[config.mk]
export PLATFORM = sky130hd
export DESIGN_NAME = iic_target_regs
export DESIGN_NICKNAME = d
export VERILOG_FILES = /design/src/rtl/iic_pkg.sv /design/src/rtl/iic_line_filter.sv /design/src/rtl/iic_target_regs.sv
export SDC_FILE = /design/constraint.sdc
export NUM_CORES = 1
export LEC_CHECK = 0
export BUFFER_PORTS_ARGS = -buffer_cell sky130_fd_sc_hd__clkbuf_2
export CAP_MARGIN = 40
export CORE_ASPECT_RATIO = 0.75
export CORE_MARGIN = 2
export CORE_UTILIZATION = 45
export DETAILED_ROUTE_END_ITERATION = 8
export GPL_ROUTABILITY_DRIVEN = 1
export GPL_TIMING_DRIVEN = 0
export HOLD_SLACK_MARGIN = 0.05
export PLACE_DENSITY = 0.7
export SLEW_MARGIN = 20
export SYNTH_ARGS = -nofsm -noshare
export SYNTH_HDL_FRONTEND = slang
export SYNTH_HIERARCHICAL = 1
export SYNTH_SLANG_ARGS = --single-unit
[constraint.sdc]
create_clock -name clk -period 6.6 [get_ports clk]
set_input_delay 0.33 -clock clk [delete_from_list [all_inputs] [get_ports clk]]
set_output_delay 0.33 -clock clk [all_outputs]
set_load 0.02 [all_outputs]
[src/rtl/iic_pkg.sv]
// ---------------------------------------------------------------------------
// iic_pkg
// Shared types and helpers for the I2C target register block.
//   iic_state_t : protocol FSM states (exposed on the top's debug port)
//   IIC_ACK / IIC_NACK : bus level of the acknowledge bit
//   ptr_next()  : register pointer increment with wrap to 0
// ---------------------------------------------------------------------------
package iic_pkg;

    typedef enum logic [3:0] {
        IDLE,
        ADDR,
        ACK_ADDR,
        REG,
        ACK_REG,
        WDATA,
        ACK_WR,
        RDATA,
        RACK,
        WAIT_P
    } iic_state_t;

    localparam logic IIC_ACK  = 1'b0;
    localparam logic IIC_NACK = 1'b1;

    // The last legal index and every out-of-range index both wrap to 0.
    function automatic logic [7:0] ptr_next(input logic [7:0] ptr,
                                            input int unsigned nregs);
        if ({24'd0, ptr} >= (nregs - 32'd1)) begin
            return 8'h00;
        end
        return ptr + 8'd1;
    endfunction

endpackage

[src/rtl/iic_line_filter.sv]
// ---------------------------------------------------------------------------
// iic_line_filter
// Conditions one open-drain bus line: 2-flop synchroniser, then a glitch
// filter that only changes its output after FILT_LEN equal samples, then
// single-cycle edge pulses on the filtered value.
// Ports:
//   clk, rst  : system clock, asynchronous active-high reset
//   i_line    : raw bus line
//   o_filt    : filtered level (resets to 1, the idle bus level)
//   o_rise    : one-cycle pulse on filtered 0->1
//   o_fall    : one-cycle pulse on filtered 1->0
// ---------------------------------------------------------------------------
module iic_line_filter #(
    parameter int unsigned FILT_LEN = 3
) (
    input  logic clk,
    input  logic rst,
    input  logic i_line,
    output logic o_filt,
    output logic o_rise,
    output logic o_fall
);

    logic [1:0]          r_sync;
    logic [FILT_LEN-1:0] r_hist;
    logic                r_filt;
    logic                r_filt_d;

    // Everything resets to 1 so an idle bus produces no edge after reset.
    always_ff @(posedge clk or posedge rst) begin
        if (rst) begin
            r_sync   <= 2'b11;
            r_hist   <= '1;
            r_filt   <= 1'b1;
            r_filt_d <= 1'b1;
        end else begin
            r_sync   <= {r_sync[0], i_line};
            r_hist   <= (r_hist << 1) | FILT_LEN'(r_sync[1]);
            if (&r_hist) begin
                r_filt <= 1'b1;
            end else if (~|r_hist) begin
                r_filt <= 1'b0;
            end
            r_filt_d <= r_filt;
        end
    end

    assign o_filt = r_filt;
    assign o_rise = r_filt & ~r_filt_d;
    assign o_fall = ~r_filt & r_filt_d;

endmodule

[src/rtl/iic_target_regs.sv]
// ---------------------------------------------------------------------------
// iic_target_regs
// I2C target with a byte-addressed register file (NUM_REGS x 8 bit).
// Write: S, DEV_ADDR+W, pointer, data..., P (pointer auto-increments).
// Read : S, DEV_ADDR+R, data... (initiator ACKs to continue, NACKs to end);
//        a repeated START after the pointer byte keeps the pointer.
// Ports:
//   clk, rst     : system clock, asynchronous active-high reset
//   iic_scl      : bus SCL (never stretched)
//   iic_sda_i    : bus SDA as sensed
//   iic_sda_oe   : 1 = pull SDA low
//   regs         : register contents, byte k at [8k+7:8k]
//   wr_stb       : one-cycle pulse per committed in-range write
//   wr_addr/data : index and value of that write
//   busy         : addressed transaction in progress
//   o_dbg_state  : current FSM state
// ---------------------------------------------------------------------------
module iic_target_regs
    import iic_pkg::*;
#(
    parameter logic [6:0]  DEV_ADDR = 7'h3A,
    parameter int unsigned NUM_REGS = 16,
    parameter int unsigned FILT_LEN = 3
) (
    input  logic                    clk,
    input  logic                    rst,
    input  logic                    iic_scl,
    input  logic                    iic_sda_i,
    output logic                    iic_sda_oe,
    output logic [8*NUM_REGS-1:0]   regs,
    output logic                    wr_stb,
    output logic [7:0]              wr_addr,
    output logic [7:0]              wr_data,
    output logic                    busy,
    output iic_state_t              o_dbg_state
);

    localparam int unsigned IDXW = (NUM_REGS > 1) ? $clog2(NUM_REGS) : 1;

    // Line conditioning
    logic w_scl, w_scl_rise, w_scl_fall;
    logic w_sda, w_sda_rise, w_sda_fall;

    iic_line_filter #(.FILT_LEN(FILT_LEN)) u_scl_filt (
        .clk    (clk),
        .rst    (rst),
        .i_line (iic_scl),
        .o_filt (w_scl),
        .o_rise (w_scl_rise),
        .o_fall (w_scl_fall)
    );

    iic_line_filter #(.FILT_LEN(FILT_LEN)) u_sda_filt (
        .clk    (clk),
        .rst    (rst),
        .i_line (iic_sda_i),
        .o_filt (w_sda),
        .o_rise (w_sda_rise),
        .o_fall (w_sda_fall)
    );

    // Both filters have identical latency, so w_scl is the SCL level that
    // was present when the SDA edge happened on the bus.
    logic w_start, w_stop;
    assign w_start = w_sda_fall & w_scl;
    assign w_stop  = w_sda_rise & w_scl;

    // State
    iic_state_t r_state, w_state_nxt;
    logic [3:0] r_cnt,   w_cnt_nxt;     // bits received/sent in current byte
    logic [7:0] r_shift, w_shift_nxt;   // receive shifter
    logic [7:0] r_tx,    w_tx_nxt;      // transmit byte
    logic [7:0] r_ptr,   w_ptr_nxt;
    logic       r_oe,    w_oe_nxt;
    logic       r_busy,  w_busy_nxt;
    logic       r_rw,    w_rw_nxt;
    logic       r_mack,  w_mack_nxt;    // initiator's ACK/NACK after a read byte
    logic       w_commit;

    logic [7:0] r_regs [NUM_REGS];

    // Register read paths for the current pointer and the incremented one.
    logic [7:0] w_ptr_inc;
    logic       w_cur_in_range, w_inc_in_range;
    logic [7:0] w_rd_cur, w_rd_inc;

    assign w_ptr_inc      = ptr_next(r_ptr, NUM_REGS);
    assign w_cur_in_range = ({24'd0, r_ptr} < NUM_REGS);
    assign w_inc_in_range = ({24'd0, w_ptr_inc} < NUM_REGS);
    assign w_rd_cur = w_cur_in_range ? r_regs[r_ptr[IDXW-1:0]]     : 8'hFF;
    assign w_rd_inc = w_inc_in_range ? r_regs[w_ptr_inc[IDXW-1:0]] : 8'hFF;

    // Next-state logic. SDA drive only changes on an SCL falling edge, so
    // the change appears on the bus the cycle after the filtered fall.
    always_comb begin
        w_state_nxt = r_state;
        w_cnt_nxt   = r_cnt;
        w_shift_nxt = r_shift;
        w_tx_nxt    = r_tx;
        w_ptr_nxt   = r_ptr;
        w_oe_nxt    = r_oe;
        w_busy_nxt  = r_busy;
        w_rw_nxt    = r_rw;
        w_mack_nxt  = r_mack;
        w_commit    = 1'b0;

        if (w_start) begin
            w_state_nxt = ADDR;
            w_cnt_nxt   = 4'd0;
            w_oe_nxt    = 1'b0;
            w_busy_nxt  = 1'b0;
        end else if (w_stop) begin
            w_state_nxt = IDLE;
            w_cnt_nxt   = 4'd0;
            w_oe_nxt    = 1'b0;
            w_busy_nxt  = 1'b0;
        end else begin
            case (r_state)
                ADDR, REG, WDATA: begin
                    if (w_scl_rise && (r_cnt != 4'd8)) begin
                        w_shift_nxt = {r_shift[6:0], w_sda};
                        w_cnt_nxt   = r_cnt + 4'd1;
                    end else if (w_scl_fall && (r_cnt == 4'd8)) begin
                        // Falling edge after the 8th bit opens the ACK slot.
                        w_cnt_nxt = 4'd0;
                        if (r_state == ADDR) begin
                            if (r_shift[7:1] == DEV_ADDR) begin
                                w_busy_nxt  = 1'b1;
                                w_rw_nxt    = r_shift[0];
                                w_oe_nxt    = 1'b1;
                                w_state_nxt = ACK_ADDR;
                            end else begin
                                w_state_nxt = IDLE;
                            end
                        end else if (r_state == REG) begin
                            w_ptr_nxt   = r_shift;
                            w_oe_nxt    = 1'b1;
                            w_state_nxt = ACK_REG;
                        end else begin
                            w_commit    = 1'b1;
                            w_ptr_nxt   = w_ptr_inc;
                            w_oe_nxt    = 1'b1;
                            w_state_nxt = ACK_WR;
                        end
                    end
                end
                ACK_ADDR: begin
                    if (w_scl_fall) begin
                        if (r_rw) begin
                            w_tx_nxt    = w_rd_cur;
                            w_oe_nxt    = ~w_rd_cur[7];
                            w_cnt_nxt   = 4'd0;
                            w_state_nxt = RDATA;
                        end else begin
                            w_oe_nxt    = 1'b0;
                            w_state_nxt = REG;
                        end
                    end
                end
                ACK_REG, ACK_WR: begin
                    if (w_scl_fall) begin
                        w_oe_nxt    = 1'b0;
                        w_cnt_nxt   = 4'd0;
                        w_state_nxt = WDATA;
                    end
                end
                RDATA: begin
                    if (w_scl_rise && (r_cnt != 4'd8)) begin
                        w_cnt_nxt = r_cnt + 4'd1;
                    end else if (w_scl_fall) begin
                        if (r_cnt == 4'd8) begin
                            w_oe_nxt    = 1'b0;
                            w_state_nxt = RACK;
                        end else begin
                            w_oe_nxt = ~r_tx[3'd7 - r_cnt[2:0]];
                        end
                    end
                end
                RACK: begin
                    if (w_scl_rise) begin
                        w_mack_nxt = w_sda;
                    end else if (w_scl_fall) begin
                        if (r_mack == IIC_ACK) begin
                            w_ptr_nxt   = w_ptr_inc;
                            w_tx_nxt    = w_rd_inc;
                            w_oe_nxt    = ~w_rd_inc[7];
                            w_cnt_nxt   = 4'd0;
                            w_state_nxt = RDATA;
                        end else begin
                            w_oe_nxt    = 1'b0;
                            w_state_nxt = WAIT_P;
                        end
                    end
                end
                default: begin
                    // IDLE and WAIT_P only leave on START/STOP.
                end
            endcase
        end
    end

    always_ff @(posedge clk or posedge rst) begin
        if (rst) begin
            r_state <= IDLE;
            r_cnt   <= 4'd0;
            r_shift <= 8'h00;
            r_tx    <= 8'h00;
            r_ptr   <= 8'h00;
            r_oe    <= 1'b0;
            r_busy  <= 1'b0;
            r_rw    <= 1'b0;
            r_mack  <= IIC_NACK;
        end else begin
            r_state <= w_state_nxt;
            r_cnt   <= w_cnt_nxt;
            r_shift <= w_shift_nxt;
            r_tx    <= w_tx_nxt;
            r_ptr   <= w_ptr_nxt;
            r_oe    <= w_oe_nxt;
            r_busy  <= w_busy_nxt;
            r_rw    <= w_rw_nxt;
            r_mack  <= w_mack_nxt;
        end
    end

    // Register file and write strobe. Out-of-range writes are ACKed on the
    // bus but leave the file untouched and raise no strobe.
    always_ff @(posedge clk or posedge rst) begin
        if (rst) begin
            for (int k = 0; k < NUM_REGS; k++) begin
                r_regs[k] <= 8'h00;
            end
            wr_stb  <= 1'b0;
            wr_addr <= 8'h00;
            wr_data <= 8'h00;
        end else begin
            wr_stb <= 1'b0;
            if (w_commit && w_cur_in_range) begin
                r_regs[r_ptr[IDXW-1:0]] <= r_shift;
                wr_stb  <= 1'b1;
                wr_addr <= r_ptr;
                wr_data <= r_shift;
            end
        end
    end

    for (genvar k = 0; k < NUM_REGS; k++) begin : g_regs_out
        assign regs[8*k +: 8] = r_regs[k];
    end

    assign iic_sda_oe  = r_oe;
    assign busy        = r_busy;
    assign o_dbg_state = r_state;

endmodule

After elaboration in Yosys (flattened, before gate mapping). Index checks and enable logic that the tools add are counted.

Memories kept: 0. Input port bits: 4. Flip-flop bits (word level): 195. Memory bits (read-only): 0. Output and inout port bits: 151. Memory bits (writable): 0. Word-level logic and storage cells: 221. Latch bits: 0.

Divide/modulo/power cells: 0. Reductions and logical operators: 26. $add $sub $neg: 3. Multipliers: 0. Order comparisons: 7. Equality and inequality tests: 36. Bitwise operators: 20. Muxes and demuxes: 93. Shift-type cells: 0.

Operators with widths (count): two-way mux 8 bit (21); bitwise mux 128 bit (1); two-way mux 4 bit (24); binary-select mux 8 bit (select 4 bit) (2); != test 4 bit, second input constant (13); case mux 4 bit (5 select lines) (2); two-way mux 1 bit (35); demux 8 bit (select 4 bit) (1); case mux 8 bit (2 select lines) (2); AND reduction 10 bit (2); AND reduction 9 bit (2); == test 4 x 3 -> 1 bit, second input constant (4); < comparator 8 x 5 -> 1 bit, second input constant (2); != test 2 bit, second input constant (8); nonzero test 3 bit (4); >= comparator 5 bit, second input constant (2); != test 5 bit, second input constant (2); inverter 1 bit (10); inverter 4 -> 5 bit (2); OR reduction 3 bit (3); adder 8 x 1 -> 8 bit, second input constant (1); == test 4 x 2 -> 1 bit, second input constant (2); == test 4 bit, second input constant (2); >= comparator 8 x 4 -> 1 bit, second input constant (1); 23 further kinds (37).

Depth between registers and ports, before layout. Gate-level depths: netlist of run 1.

Depth after elaboration: 15. Depth in mapped cells: 11. Gate-level depth less buffers: 8.

Cells and area by module. Netlist of run 1, hierarchy kept.

By module, submodules not included: iic_target_regs (sequential area each 4530.6 µm², times used 1, cells each 850, area an instance 9870.7 µm²); iic_line_filter (sequential area each 183.9 µm², times used 2, cells each 14, area an instance 219.0 µm²).

Least setup slack after synthesis of run 1. OpenSTA, ideal clock, no wires.

Path kind: reg-to-reg. Start point: register r_ptr[0]. End point: register r_tx[7]. Clock period less this slack: 2.959 ns. Arrival: 2.833 ns. Cell stages (with the launch flop): 11. Setup time: 0.126 ns. Required time: 6.474 ns. Path slack: 3.641 ns. Path buffers: 3. Path through: dfrtp_1 buf_2 clkinv_1 ha_1 clkbuf_1 buf_1 nand3_1 a311oi_1 nor4_1 o21bai_1 a221o_1.

Cells in the longest elaborated chain, start to end: 12. Elaborated cells between the ends (all ways): 22. Classes of those cells: 1 x add/sub; 3 x order compare; 16 x mux; 2 x bitwise.

Ends and longest elaborated chain: start: declaration (line iic_target_regs.sv:73) `logic [7:0] r_ptr, w_ptr_nxt;`; start signal: assignment (line iic_target_regs.sv:218) `r_ptr <= w_ptr_nxt;`; >= comparator 8 x 4 -> 1 bit (line iic_pkg.sv:29) `if ({24'd0, ptr} >= (nregs - 32'd1)) begin`; two-way mux 1 bit (line iic_pkg.sv:29); two-way mux 8 bit (line iic_pkg.sv:32) `return ptr + 8'd1;`; inverter 4 -> 5 bit (implied by the code) (line iic_target_regs.sv:91) `assign w_rd_inc = w_inc_in_range ? r_regs[w_ptr_inc[IDXW-1:0]] : 8'hFF;`; binary-select mux 8 bit (select 4 bit) (line iic_target_regs.sv:91); two-way mux 8 bit (implied by the code) (2 in a row) (line iic_target_regs.sv:91); two-way mux 8 bit (line iic_target_regs.sv:91); two-way mux 8 bit (line iic_target_regs.sv:183) `if (r_mack == IIC_ACK) begin`; two-way mux 8 bit (line iic_target_regs.sv:182) `end else if (w_scl_fall) begin`; two-way mux 8 bit (line iic_target_regs.sv:180) `if (w_scl_rise) begin`; case mux 8 bit (2 select lines) (*) (line iic_target_regs.sv:118) `case (r_state)`; end signal: assignment (line iic_target_regs.sv:217) `r_tx <= w_tx_nxt;`; end: declaration (line iic_target_regs.sv:72) `logic [7:0] r_tx, w_tx_nxt;`.

Mark *: on every way between the ends. The rest lies on a longest branch, timed or not. The select of a mux whose other input is x is not followed. A chain may end at the register's enable or synchronous reset.

Final worst setup path of run 1. Same ends and word-level chain as after synthesis.

==> results of run 1 <==
-- cell type report --
class                           count  area, sq um  share of cell area (%)
Timing Repair Buffer              162          880                    7.23
Clock inverter                     14          165                    1.36
Buffer                             70          280                    2.31
Multi-Input combinational cell    597         5070                    41.7
Sequential cell                   195         4900                    40.3
Inverter                           16         67.6                   0.556
Tap cell                          294          368                    3.03
Clock buffer                       18          429                    3.53
-- worst max-delay path: stages, from the launching register on --
cell and delay (ns):
sky130_fd_sc_hd__dfrtp_1 0.53, sky130_fd_sc_hd__buf_2 0.38, sky130_fd_sc_hd__clkinv_1 0.35, sky130_fd_sc_hd__ha_1 0.39, sky130_fd_sc_hd__clkbuf_1 0.48, sky130_fd_sc_hd__buf_1 0.37
sky130_fd_sc_hd__buf_6 0.23, sky130_fd_sc_hd__nand3_1 0.33, sky130_fd_sc_hd__a311oi_1 0.37, sky130_fd_sc_hd__nor4_1 0.07, sky130_fd_sc_hd__o21bai_1 0.28, sky130_fd_sc_hd__a221o_1 0.37
-- sequential cells by signal (all words and copies together) (netlist names), 2 cells and up --
name,cells
regs,128
r_ptr,8
r_shift,8
r_tx,8
wr_addr,8
wr_data,8
o_dbg_state,4
r_cnt,4
u_scl_filt/r_hist,3
u_sda_filt/r_hist,3
u_scl_filt/r_sync,2
u_sda_filt/r_sync,2
-- logic make-up (layout without fill, tap and decap cells) --
group           Yosys count  after routing  synth area share [%]
simple gates            221            221                  10.8
mux                     213            213                  27.2
flops                   195            195                  47.5
compound gates          153            153                  10.1
buf+inv                  86            280                  3.30
fa+ha+maj                 6              6                 0.728
xor+xnor                  4              4                 0.340
-- cells in the mapped netlist (5+ instances only) --
master	number
sky130_fd_sc_hd__dfrtp_1	180
sky130_fd_sc_hd__mux2_1	121
sky130_fd_sc_hd__nand2_1	78
sky130_fd_sc_hd__clkbuf_1	50
sky130_fd_sc_hd__mux4_2	40
sky130_fd_sc_hd__nor2_1	35
sky130_fd_sc_hd__mux2i_1	34
sky130_fd_sc_hd__a21oi_1	27
sky130_fd_sc_hd__nand3_1	25
sky130_fd_sc_hd__o21ai_0	20
sky130_fd_sc_hd__mux2_2	18
sky130_fd_sc_hd__a31oi_1	16
sky130_fd_sc_hd__dfstp_2	15
sky130_fd_sc_hd__inv_1	14
sky130_fd_sc_hd__buf_2	13
sky130_fd_sc_hd__nor2b_1	13
sky130_fd_sc_hd__o22ai_1	12
sky130_fd_sc_hd__a22oi_1	10
sky130_fd_sc_hd__o211ai_1	10
sky130_fd_sc_hd__a22o_1	9
sky130_fd_sc_hd__and2_1	9
sky130_fd_sc_hd__nand2_2	9
sky130_fd_sc_hd__nor3_1	9
sky130_fd_sc_hd__nand2b_1	7
sky130_fd_sc_hd__buf_1	6
sky130_fd_sc_hd__ha_1	6
sky130_fd_sc_hd__nand4_1	6
sky130_fd_sc_hd__o21a_1	5
-- routing by layer --
| layer | part of all wire, % | up-vias | GRT usage (%) | wire [um] |
|---|---|---|---|---|
| li1 | - | 3644 | - | - |
| met1 | 46 | 4410 | 45.1 | 15800 |
| met2 | 42 | 499 | 40.0 | 14300 |
| met3 | 10 | 63 | 7.21 | 3530 |
| met4 | 2.1 | 0 | 8.04 | 737 |
| met5 | 0 | - | 0 | 0 |
-- power groups by stage --
stage / combinational (mW) / clock (mW) / sequential (mW)
2_1_floorplan: 0.926 / 0 / 1.34
3_3_place_gp: 1.37 / 0 / 1.34
3_5_place_dp: 1.37 / 0 / 1.34
4_1_cts: 1.38 / 1.07 / 1.32
5_1_grt: 1.52 / 1.13 / 1.33
6_report: 1.44 / 1.07 / 1.32
-- path summary, 6_finish.rpt --
path                                                      from                              to  depth (start not counted)
worst max-delay path                      r_ptr[0]$_DFFE_PP0P_             r_tx[7]$_DFFE_PP0P_                         11
worst min-delay path            u_scl_filt/r_sync[1]$_DFF_PP1_  u_scl_filt/r_hist[0]$_DFF_PP1_                          0
worst min register to register  u_scl_filt/r_sync[1]$_DFF_PP1_  u_scl_filt/r_hist[0]$_DFF_PP1_                          0
max in group asynchronous                                  rst           regs[110]$_DFFE_PP0P_                          5
worst max register to register            r_ptr[0]$_DFFE_PP0P_             r_tx[7]$_DFFE_PP0P_                         11
min in group asynchronous                                  rst      o_dbg_state[2]$_DFFE_PP0P_                          3
-- stage by stage --
stage               instances  area, sq um  setup WS, ns  total power, mW
floorplan                 878        10300          1.36             2.26
global placement         1326        11400        -0.758             2.71
detailed placement       1328        11500          2.12             2.71
CTS                      1363        12100          2.12             3.77
global route             1366        12200          2.24             3.98
finish                   1366        12200          2.31             3.82
-- placed cells by master (no fill, tap or decap), drive strengths merged, types with 4 or more instances in the layout --
cell,Yosys,layout
nand3,28,28
nor2,37,37
and2,10,10
mux2,139,139
ha,6,6
mux2i,34,34
dfstp,15,15
o32ai,4,4
o21ai,23,23
o22ai,12,12
clkinv,1,5
nand2b,7,7
clkbuf,51,224
a21oi,27,27
inv,15,23
a31oi,16,16
a22oi,10,10
a22o,9,9
a221oi,4,4
o2bb2ai,4,4
nand2,87,87
mux4,40,40
nand4,6,6
a211oi,4,4
buf,19,23
nor2b,13,13
dfrtp,180,180
nor3,9,9
o211ai,10,10
a2111oi,4,4
o21a,5,5
nor4,5,5
==> results.txt, run 1 <==
The flow ran to the end, and the final reports show no timing, DRC or antenna violations. The clock network burns 27.9% of the power. The number of distinct library cell variants in the gate-level netlist after synthesis is 66. Clock latency on the worst-skew pair, taken at its later pin, is 0.45 ns. The mean instance size in the synthesized netlist works out to 11.7 sq um. The die is 135 um tall.

The peak supply drop was 0.234 mV; the number of CTS-inserted buffers was 17. The congestion estimate from routability-driven global placement came to 0.971. The slew at the pin closest to its max-slew limit was 0.858 ns; the wire length of the first global-routing pass was 51500 um. Ranked by total cell area, the synthesized netlist is headed by sky130_fd_sc_hd__dfrtp_1 (44%), sky130_fd_sc_hd__mux2_1 (13%), sky130_fd_sc_hd__mux4_2 (8.7%), sky130_fd_sc_hd__dfstp_2 (3.8%), sky130_fd_sc_hd__mux2i_1 (3.3%). Ratio of total power to cell area: 314 nW/um^2. The worst-path maximum fanout is 10. Among all flip-flop cells after synthesis, the most frequent one is sky130_fd_sc_hd__dfrtp_1. The tools report the register-to-register setup slack as 2.31 ns.

The buffer type at the clock tree root was sky130_fd_sc_hd__clkbuf_16. TritonCTS built the clock tree. The tools report the sequential-to-total area share from yosys stat as 47.5%. The switching part of the total came out at 40.8%. The final number of max-transition violations is 0. After clock tree synthesis, the flow added hold-fix buffers numbering 3. The number of global-route vias before repair was 8140; the synthesized netlist cell count was 878. Hold is met by 0.345 ns. The synthesized netlist occupies a cell area of 10300 sq um. STA classifies the critical path endpoint as a flip-flop. Once the floorplan was initialized, standard cells occupied 46.3% of the core.

The number of design-rule violations left by the first detailed-router iteration came out at 916. The fraction of final layout cells sized beyond drive strength 1 came out at 27.6%. The average vias per placed instance came out at 6.31. Summed over all nets, the switching power comes to 1.56 mW. The data arrival time of the critical path is 4.63 ns, and the number of inserted diodes is 0. Relative to the synthesized area, the layout overhead comes to 17.9%. For this run, design rule violations remaining after detail routing come to 0.

Across the run, the number of max-cap violations was 0. For the headroom to the max-slew limit, the log shows 42.8%. From left edge to right edge, the die measures 179 um. Count of input and output buffers: 154. The final critical path takes up 65.0% of the cycle. For the number of hold violations in the final report, the log shows 0.

Setup repair after global routing left no endpoint under its margin. Summed over all nets, the half-perimeter wirelength after detailed placement is 25200 um. In this run the static leakage power is 5.87 nW. Counting along the longest clock path gives a buffer depth of 2.

Once the clock tree was built, the setup fixing pass inserted 0 buffers. Post-CTS repair changed the size of 0 cells. The number of nets in the synthesized netlist is 888.

Global routing consumed, over all layers together, 29.1% of the routing resources. The top cell type by area accounts for 43.7% of the synthesized area. Dividing the detail-routed wire length by the instance count gives 25.1 um. The largest total area in the synthesized netlist belongs to sky130_fd_sc_hd__dfrtp_1.

The run gives 0 as the initial antenna violation count. Clock tree synthesis found a total of 195 sinks. The total via count in the routed design was 8616. The number of endpoints failing setup at the final stage is 0.

The filler cells instantiated in the layout total 1938. Top-level I/O count: 155. The worst setup path is launched from a flip-flop.

The routed design has 34300 um of wire. The Yosys step of the flow raised 6 warnings. The achievable clock frequency came out at 233 MHz. Critical path class: reg2reg. In this run the standard cell core region covers 22300 sq um. Final period demand of the worst path: 4.29 ns.

The H-tree was split into 4 levels. Of the total power, combinational logic draws 37.5%. Counting flops and latches in the post-synthesis netlist gives 195.

The tightest min-delay check is of the reg2reg type. The share of flip-flops with an asynchronous set or reset is 100%, and the final sum of negative setup slack is 0 ns. The tools report the clock skew after layout as 0.0141 ns. The length of the first detailed-routing pass in iterations is 5, and the count of flip-flops with a built-in enable after synthesis is 0. The die area was 24100 sq um. Cells fill 54.6% of the core in the end. In this run the remaining antenna-violating nets after routing total 0.

In this run, flip-flops and latches consume 34.5% of the power. Clock-pin slew was measured on the worst setup and hold paths at 0.08 ns. Number of placement rows: 47. The final net count came out at 1069. For the worst setup path, the data required time is 6.94 ns. Cell internal power was estimated by the tool at 2.26 mW. The maximum number of pins on one net before global-route repair came out at 67. Summed over all layers, the global routing overflow is 0.
No activity file was read; power rests on OpenSTA's default activity.
==> inputs of run 2 (changes only) <==
- PLACE_DENSITY: 0.7 -> 0.73
- clock period: 6.6 -> 3.65 ns (I/O delays scaled with it)
==> run 2 against run 1 <==
Non-clock buffer count unchanged; via count decreased by 0.10%; flip-flop and latch count unchanged; worst hold slack improved by 0.0050 ns; fmax increased by 20%; critical endpoint unchanged; routed wire length increased by 0.31%; final area increased by 0.46%; worst setup slack got worse by 2.2 ns; clock power increased by 81%.
==> results.txt, run 2 (synthesis gave the netlist of run 1 again) <==
The total length of routed wires was 34400 um (+0.31%); the register-to-register setup slack was 0.07 ns (-2.24 ns). The tools report the top-level I/O count as 155 (unchanged). The worst setup path is captured at a flip-flop. The tools report the number of remaining DRC errors as 0 (unchanged). In the layout the commonest cells are sky130_fd_sc_hd__dfrtp_1 (180), sky130_fd_sc_hd__clkbuf_2 (156), sky130_fd_sc_hd__mux2_1 (121), sky130_fd_sc_hd__nand2_1 (78), sky130_fd_sc_hd__clkbuf_1 (47). The total power is 6.92 mW (+81%). Number of endpoints failing setup at the final stage: 0 (unchanged).

The logs give 8607 (-0.10%) for the total via count in the routed design and 8212 (+0.88%) for the number of global-route vias before repair. The slew at the pin closest to its max-slew limit was 0.842 ns (-0.0154 ns). The number of H-tree branching levels is 4 (unchanged).

The count of input and output buffers was 154 (unchanged); the final net count was 1069 (unchanged). The tools report the number of non-filler instances in the completed layout as 1366 (unchanged). Capture instance of the worst register-to-register path: r_tx[7]$_DFFE_PP0P_.

The path type of the worst min-delay path was reg2reg. The run gives 25400 um (+0.68%) as the placed wire-length estimate after detailed placement. Area added between synthesis and finish: 18.5%. The logs give 29.0% (-0.077 points) for the total routing usage reported by global routing and 3.91 ns (-0.72 ns) for the data arrival time of the critical path. Tracing the worst setup path back leads to its startpoint at r_ptr[0]$_DFFE_PP0P_. Clock sink count: 195 (unchanged). The portion of the clock cycle consumed by the worst path in the final layout is 98.0% (+33 points). The wire length of the first global-routing pass is 51200 um (-0.46%), and the clock transition at the registers of the reported paths is 0.08 ns (about the same).

The flow ran to the end, and the final reports show no timing, DRC or antenna violations. The run gives 3.98 ns (-2.96 ns) as the required time of the critical path. Setup repair after global routing left no endpoint under its margin. Average vias per placed instance: 6.30 (-0.10%).

The tools report the count of fill cells added during filler insertion as 1943 (+0.26%). Depth of the worst register-to-register path: 9 (-2). The run gives 0 (unchanged) as the number of inserted diodes.

The number of CTS-inserted buffers came out at 17 (unchanged). The final design area excluding fillers was 12200 sq um (+0.46%). The worst-path maximum fanout was 10 (unchanged). The final period demand of the worst path is 3.58 ns (-0.709 ns).

The final global-route overflow total is 0 (unchanged), and the headroom to the max-slew limit is 43.9% (+1.0 points). The tools report the die area as 24100 sq um (unchanged). The number of buffers inserted to repair setup after CTS is 0 (unchanged). The most common cell after layout, fill and taps aside was sky130_fd_sc_hd__dfrtp_1. Number of design-rule violations left by the first detailed-router iteration: 870 (-5.0%).

The insertion delay of the later-clocked pin in the worst-skew pair came out at 0.45 ns (about the same). The critical path is of the reg2reg type. The worst setup timing slack at the placement stage is -0.849 ns (-2.97 ns), and the largest buffer count on any clock path is 2 (unchanged). The final worst setup slack was 0.0722 ns (-2.24 ns); the initial antenna violation count was 0 (unchanged). The number of placed instances with taps included is 1332 (+0.30%), and the horizontal die dimension is 179 um (unchanged).

The tools report the number of nets with antenna violations after routing as 0 (unchanged). The die outline height was 135 um (unchanged). The achievable clock frequency was 280 MHz (+20%); the total placed instance area was 11600 sq um (+0.46%). The buffer type at the clock tree root was sky130_fd_sc_hd__clkbuf_16. The tools report the end point of the critical path as r_tx[7]$_DFFE_PP0P_. The tools report the core footprint as 22300 sq um (unchanged). The logs give 5.90 nW (+0.56%) for the leakage power and 0 (unchanged) for the final number of max-transition violations. The routed length per instance is 25.2 um (+0.31%).

The maximum number of pins on one net before global-route repair is 37 (-45%). Startpoint class of the critical path: a flip-flop. The ratio of total power to cell area is 567 nW/um^2 (+80%), and the length of the first detailed-routing pass in iterations is 8 (+3). The starting density of the core was 46.3% (unchanged); the global placement routability congestion was 0.983 (+1.2%).

The number of violations of the max-capacitance limit was 0 (unchanged); the number of placement rows was 47 (unchanged). The number of hold violations in the final report is 0 (unchanged). The run gives 0.0131 ns (-0.00102 ns) as the clock skew after layout. The fraction of final layout cells sized beyond drive strength 1 came out at 28.3% (+0.65 points).

The flip-flop count of the largest register after layout works out to 128 (unchanged). In this run the critical register-to-register path is launched from r_ptr[0]$_DFFE_PP0P_. TritonCTS built the clock tree. The run gives 0.405 mV (+73%) as the peak supply drop.
[run 2: cell count changes in the layout (fill, tap and decap cells not counted), sizes merged]
cell / previous run / this run
bufinv: 1 / 0
clkbuf: 224 / 222
buf: 23 / 25
clkinv: 5 / 3
inv: 23 / 26
[run 2: metal layers]
metal  share of wire, %  track usage, %
met3                 11            7.85
met2                 42            40.4
met4                2.1            8.04
met1                 44            44.1
met5                  0               0
[run 2: final cells by class]
cell class / count / area (sq um) / area share, %
buffer: 68 / 280 / 2.29
clock buffer: 18 / 450 / 3.69
clock inverter: 14 / 148 / 1.21
inverter: 16 / 63.8 / 0.522
multi-input combinational: 597 / 5080 / 41.6
sequential: 195 / 4900 / 40.1
tap: 294 / 368 / 3.01
timing repair buffer: 164 / 923 / 7.56
[run 2: worst min path at each step]
stage	start	end	cells after the start
after floorplan	iic_scl	u_scl_filt/r_sync[0]$_DFF_PP1_	0
after global placement	iic_scl	u_scl_filt/r_sync[0]$_DFF_PP1_	1
after detailed placement	iic_scl	u_scl_filt/r_sync[0]$_DFF_PP1_	1
after CTS	u_scl_filt/r_sync[0]$_DFF_PP1_	u_scl_filt/r_sync[1]$_DFF_PP1_	0
after global routing	u_sda_filt/r_sync[1]$_DFF_PP1_	u_sda_filt/r_hist[0]$_DFF_PP1_	0
final	u_scl_filt/r_sync[0]$_DFF_PP1_	u_scl_filt/r_sync[1]$_DFF_PP1_	0
[run 2: stage by stage]
| step | util (%) | hold slack (ns) | setup TNS, ns |
|---|---|---|---|
| after floorplan | - | 0.187 | 0 |
| after global placement | 51.4 | 0.271 | -5.34 |
| after detailed placement | 51.9 | 0.272 | -4.58 |
| after CTS | 54.7 | 0.351 | 0 |
| after global routing | 54.8 | 0.355 | 0 |
| final | 54.8 | 0.350 | 0 |
[run 2: what timing repair did]
| action | in CTS | in global routing |
|---|---|---|
| hold endpoints to repair | 43 | 0 |
| hold buffers | 3 | 0 |
| resized for setup | 6 | 5 |
| setup endpoints to repair | 10 | 5 |
[run 2: power breakdown]
part | switching [mW] | internal, mW | total, mW
sequential | 0.117 | 2.28 | 2.39
clock | 0.974 | 0.966 | 1.94
combinational | 1.74 | 0.845 | 2.59
[run 2: worst max-delay path: stages (launching register included)]
cell and delay, ns:
sky130_fd_sc_hd__dfrtp_1 0.54, sky130_fd_sc_hd__buf_2 0.37, sky130_fd_sc_hd__clkinv_1 0.36, sky130_fd_sc_hd__ha_2 0.59, sky130_fd_sc_hd__buf_4 0.30, sky130_fd_sc_hd__nand3_2 0.25
sky130_fd_sc_hd__a311oi_1 0.34, sky130_fd_sc_hd__nor4_1 0.07, sky130_fd_sc_hd__o21bai_1 0.26, sky130_fd_sc_hd__a221o_1 0.37
==> inputs of run 3 (changes only) <==
- CORE_UTILIZATION: 45 -> 30
- PLACE_DENSITY: 0.73 -> 0.54
==> run 3 against run 2 <==
Clock skew fell by 0.0024 ns; global-route usage down 7.1 points; clock power is essentially flat; count of clock-buffer cells in the layout unchanged; critical path type unchanged; highest routed layer unchanged.
==> results.txt, run 3 (synthesis gave the netlist of run 1 again) <==
The number of placed instances with taps included was 1492 (+12%). The routed length per instance was 25.3 um (+0.29%). The horizontal die dimension is 218 um (+22%), and the flip-flop count of the largest register after layout is 128 (unchanged). The total placed instance area was 11800 sq um (+2.1%).

The number of placement rows was 58 (+23%); the average vias per placed instance was 5.60 (-11%). Slew at the pin closest to its max-slew limit: 0.883 ns (+0.0413 ns). The number of CTS-inserted buffers was 17 (unchanged). The sequential share of power was 34.2% (-0.4 points); the number of endpoints failing setup at the final stage was 0 (unchanged).

For the peak supply drop, the log shows 0.357 mV (-12%). The net switching power figure is 2.91 mW (+2.6%), and the wire length of the first global-routing pass is 56800 um (+11%). Final design area excluding fillers: 12400 sq um (+1.8%).

Number of violations of the max-capacitance limit: 0 (unchanged). The logs give 0 (unchanged) for the number of nets with antenna violations after routing and 0 ns (unchanged) for the final sum of negative setup slack. The logs give 0.0107 ns (-0.00241 ns) for the clock skew after layout and 195 (unchanged) for the clock sink count. The run gives 0.939 (-4.4%) as the global placement routability congestion.

Maximum number of pins on one net before global-route repair: 34 (-8.1%). The ratio of total power to cell area is 563 nW/um^2 (-0.71%), and the final period demand of the worst path is 3.58 ns (-0.000759 ns). The buffer type at the clock tree root is sky130_fd_sc_hd__clkbuf_16.

The run gives 0 (unchanged) as the number of buffers inserted to repair setup after CTS. The run finished with clean final reports. The run gives 30.6% (-16 points) as the starting density of the core. Setup repair after global routing could not meet its margin everywhere.

The switching part of the total is 41.6% (+0.62 points), and the number of global-route vias before repair is 8223 (+0.13%). The logic gate share of total power was 38.4% (+1.0 points); the final net count was 1072 (+0.28%). The tools report the core footprint as 33700 sq um (+51%). The run gives 35900 sq um (+49%) as the die area. The initial antenna violation count came out at 0 (unchanged). The logs give 5 (-3) for the length of the first detailed-routing pass in iterations and 0 (unchanged) for the number of hold violations in the final report.

The count of input and output buffers works out to 154 (unchanged). The critical path in this run is classified as reg2reg. The worst setup path is captured at a flip-flop. The clock transition at the registers of the reported paths is 0.08 ns (about the same).

The tools report the number of remaining DRC errors as 0 (unchanged). The tightest min-delay check is of the in2async type. Placed wire-length estimate after detailed placement: 29300 um (+15%). The clock network fraction of design power came out at 27.4% (-0.6 points).

The number of design-rule violations left by the first detailed-router iteration was 814 (-6.4%). The fraction of final layout cells sized beyond drive strength 1 was 28.7% (+0.39 points); the number of non-filler instances in the completed layout was 1525 (+12%). The tools report the register-to-register setup slack as 0.07 ns (about the same).

The largest buffer count on any clock path was 2 (unchanged); the portion of the clock cycle consumed by the worst path in the final layout was 98.0% (about the same). The total via count in the routed design was 8547 (-0.70%). In the layout the commonest cells are sky130_fd_sc_hd__dfrtp_1 (179), sky130_fd_sc_hd__clkbuf_2 (157), sky130_fd_sc_hd__mux2_1 (121), sky130_fd_sc_hd__nand2_1 (78), sky130_fd_sc_hd__clkbuf_1 (46). The headroom to the max-slew limit was 41.1% (-2.8 points); the final number of max-transition violations was 0 (unchanged). Relative to the synthesized area, the layout overhead comes to 20.6%. The number of inserted diodes is 0 (unchanged), and the insertion delay of the later-clocked pin in the worst-skew pair is 0.46 ns (about the same). Leakage power: 5.91 nW (+0.16%). Most common cell after layout, fill and taps aside: sky130_fd_sc_hd__dfrtp_1.

The tools report the number of H-tree branching levels as 4 (unchanged). TritonCTS built the clock tree. The worst-path maximum fanout was 10 (unchanged).

The logs give 7.00 mW (+1.1%) for the total power and 280 MHz (about the same) for the achievable clock frequency. The die outline height is 165 um (+22%), and the worst-case hold slack is 0.214 ns (-0.136 ns). The required time of the critical path was 4.00 ns (+0.02 ns). STA classifies the critical path startpoint as a flip-flop. Total length of routed wires: 38500 um (+12%). The final global-route overflow total is 0 (unchanged).

The data arrival time of the critical path is 3.93 ns (+0.02 ns). The total routing usage reported by global routing came out at 21.9% (-7.1 points). The internal power of the cells is 4.09 mW (about the same), and the top-level I/O count is 155 (unchanged).
-- run 3: path summary, 6_finish.rpt --
| kind | start | endpoint | cells after the start |
|---|---|---|---|
| max | r_ptr[0]$_DFFE_PP0P_ | r_tx[2]$_DFFE_PP0P_ | 9 |
| min | rst | o_dbg_state[2]$_DFFE_PP0P_ | 3 |
| max reg2reg | r_ptr[0]$_DFFE_PP0P_ | r_tx[2]$_DFFE_PP0P_ | 9 |
| min reg2reg | u_sda_filt/r_sync[0]$_DFF_PP1_ | u_sda_filt/r_sync[1]$_DFF_PP1_ | 0 |
| max in group asynchronous | rst | regs[71]$_DFFE_PP0P_ | 6 |
| min in group clk | u_sda_filt/r_sync[0]$_DFF_PP1_ | u_sda_filt/r_sync[1]$_DFF_PP1_ | 0 |
-- run 3: metal layers --
layer / share of wire [%] / track usage, % / wire [um]
met1: 48 / 32.6 / 18400
met2: 42 / 30.6 / 16000
met3: 8.9 / 6.56 / 3440
met4: 1.7 / 5.78 / 666
met5: 0 / 0 / 0
-- run 3: final cells by class --
cell class / instances / area (sq um)
Clock buffer: 18 / 450
Multi-Input combinational cell: 597 / 5080
Sequential cell: 195 / 4900
Buffer: 68 / 280
Timing Repair Buffer: 167 / 956
Inverter: 16 / 65.1
Fill cell: 3327 / 21200
Tap cell: 450 / 563
Clock inverter: 14 / 135
-- run 3: repair_timing --
| action | 4_1_cts | 5_1_grt |
|---|---|---|
| setup endpoints to repair | 8 | 11 |
| endpoints found under the hold margin | 44 | 0 |
| hold buffers | 3 | 0 |
| gates resized for setup | 6 | 4 |
| gates cloned | 0 | 0 |
-- run 3: power by group through the flow --
stage                     sequential, mW  combinational (mW)  clock [mW]
final                               2.39                2.68        1.92
after global routing                2.41                2.84        2.05
after CTS                           2.39                2.62        1.96
after detailed placement            2.43                2.59           0
after global placement              2.43                2.56           0
after floorplan                     2.42                1.67           0
-- run 3: per-stage QoR --
| stage | worst slack (ns) | util (%) |
|---|---|---|
| after floorplan | 0.691 | - |
| after global placement | -1.06 | 34.6 |
| after detailed placement | -0.555 | 35.0 |
| after CTS | 0.0113 | 36.9 |
| after global routing | -0.000446 | 36.9 |
| final | 0.0729 | 36.9 |
-- run 3: critical path: stages (launching register included) --
cell                       delay [ns]
sky130_fd_sc_hd__dfrtp_1         0.53
sky130_fd_sc_hd__clkbuf_4        0.34
sky130_fd_sc_hd__clkinv_2        0.23
sky130_fd_sc_hd__ha_2            0.55
sky130_fd_sc_hd__nand2b_1        0.52
sky130_fd_sc_hd__nand3_1         0.43
sky130_fd_sc_hd__a22oi_1         0.32
sky130_fd_sc_hd__a21oi_1         0.12
sky130_fd_sc_hd__a22o_1          0.25
sky130_fd_sc_hd__a22o_1          0.18
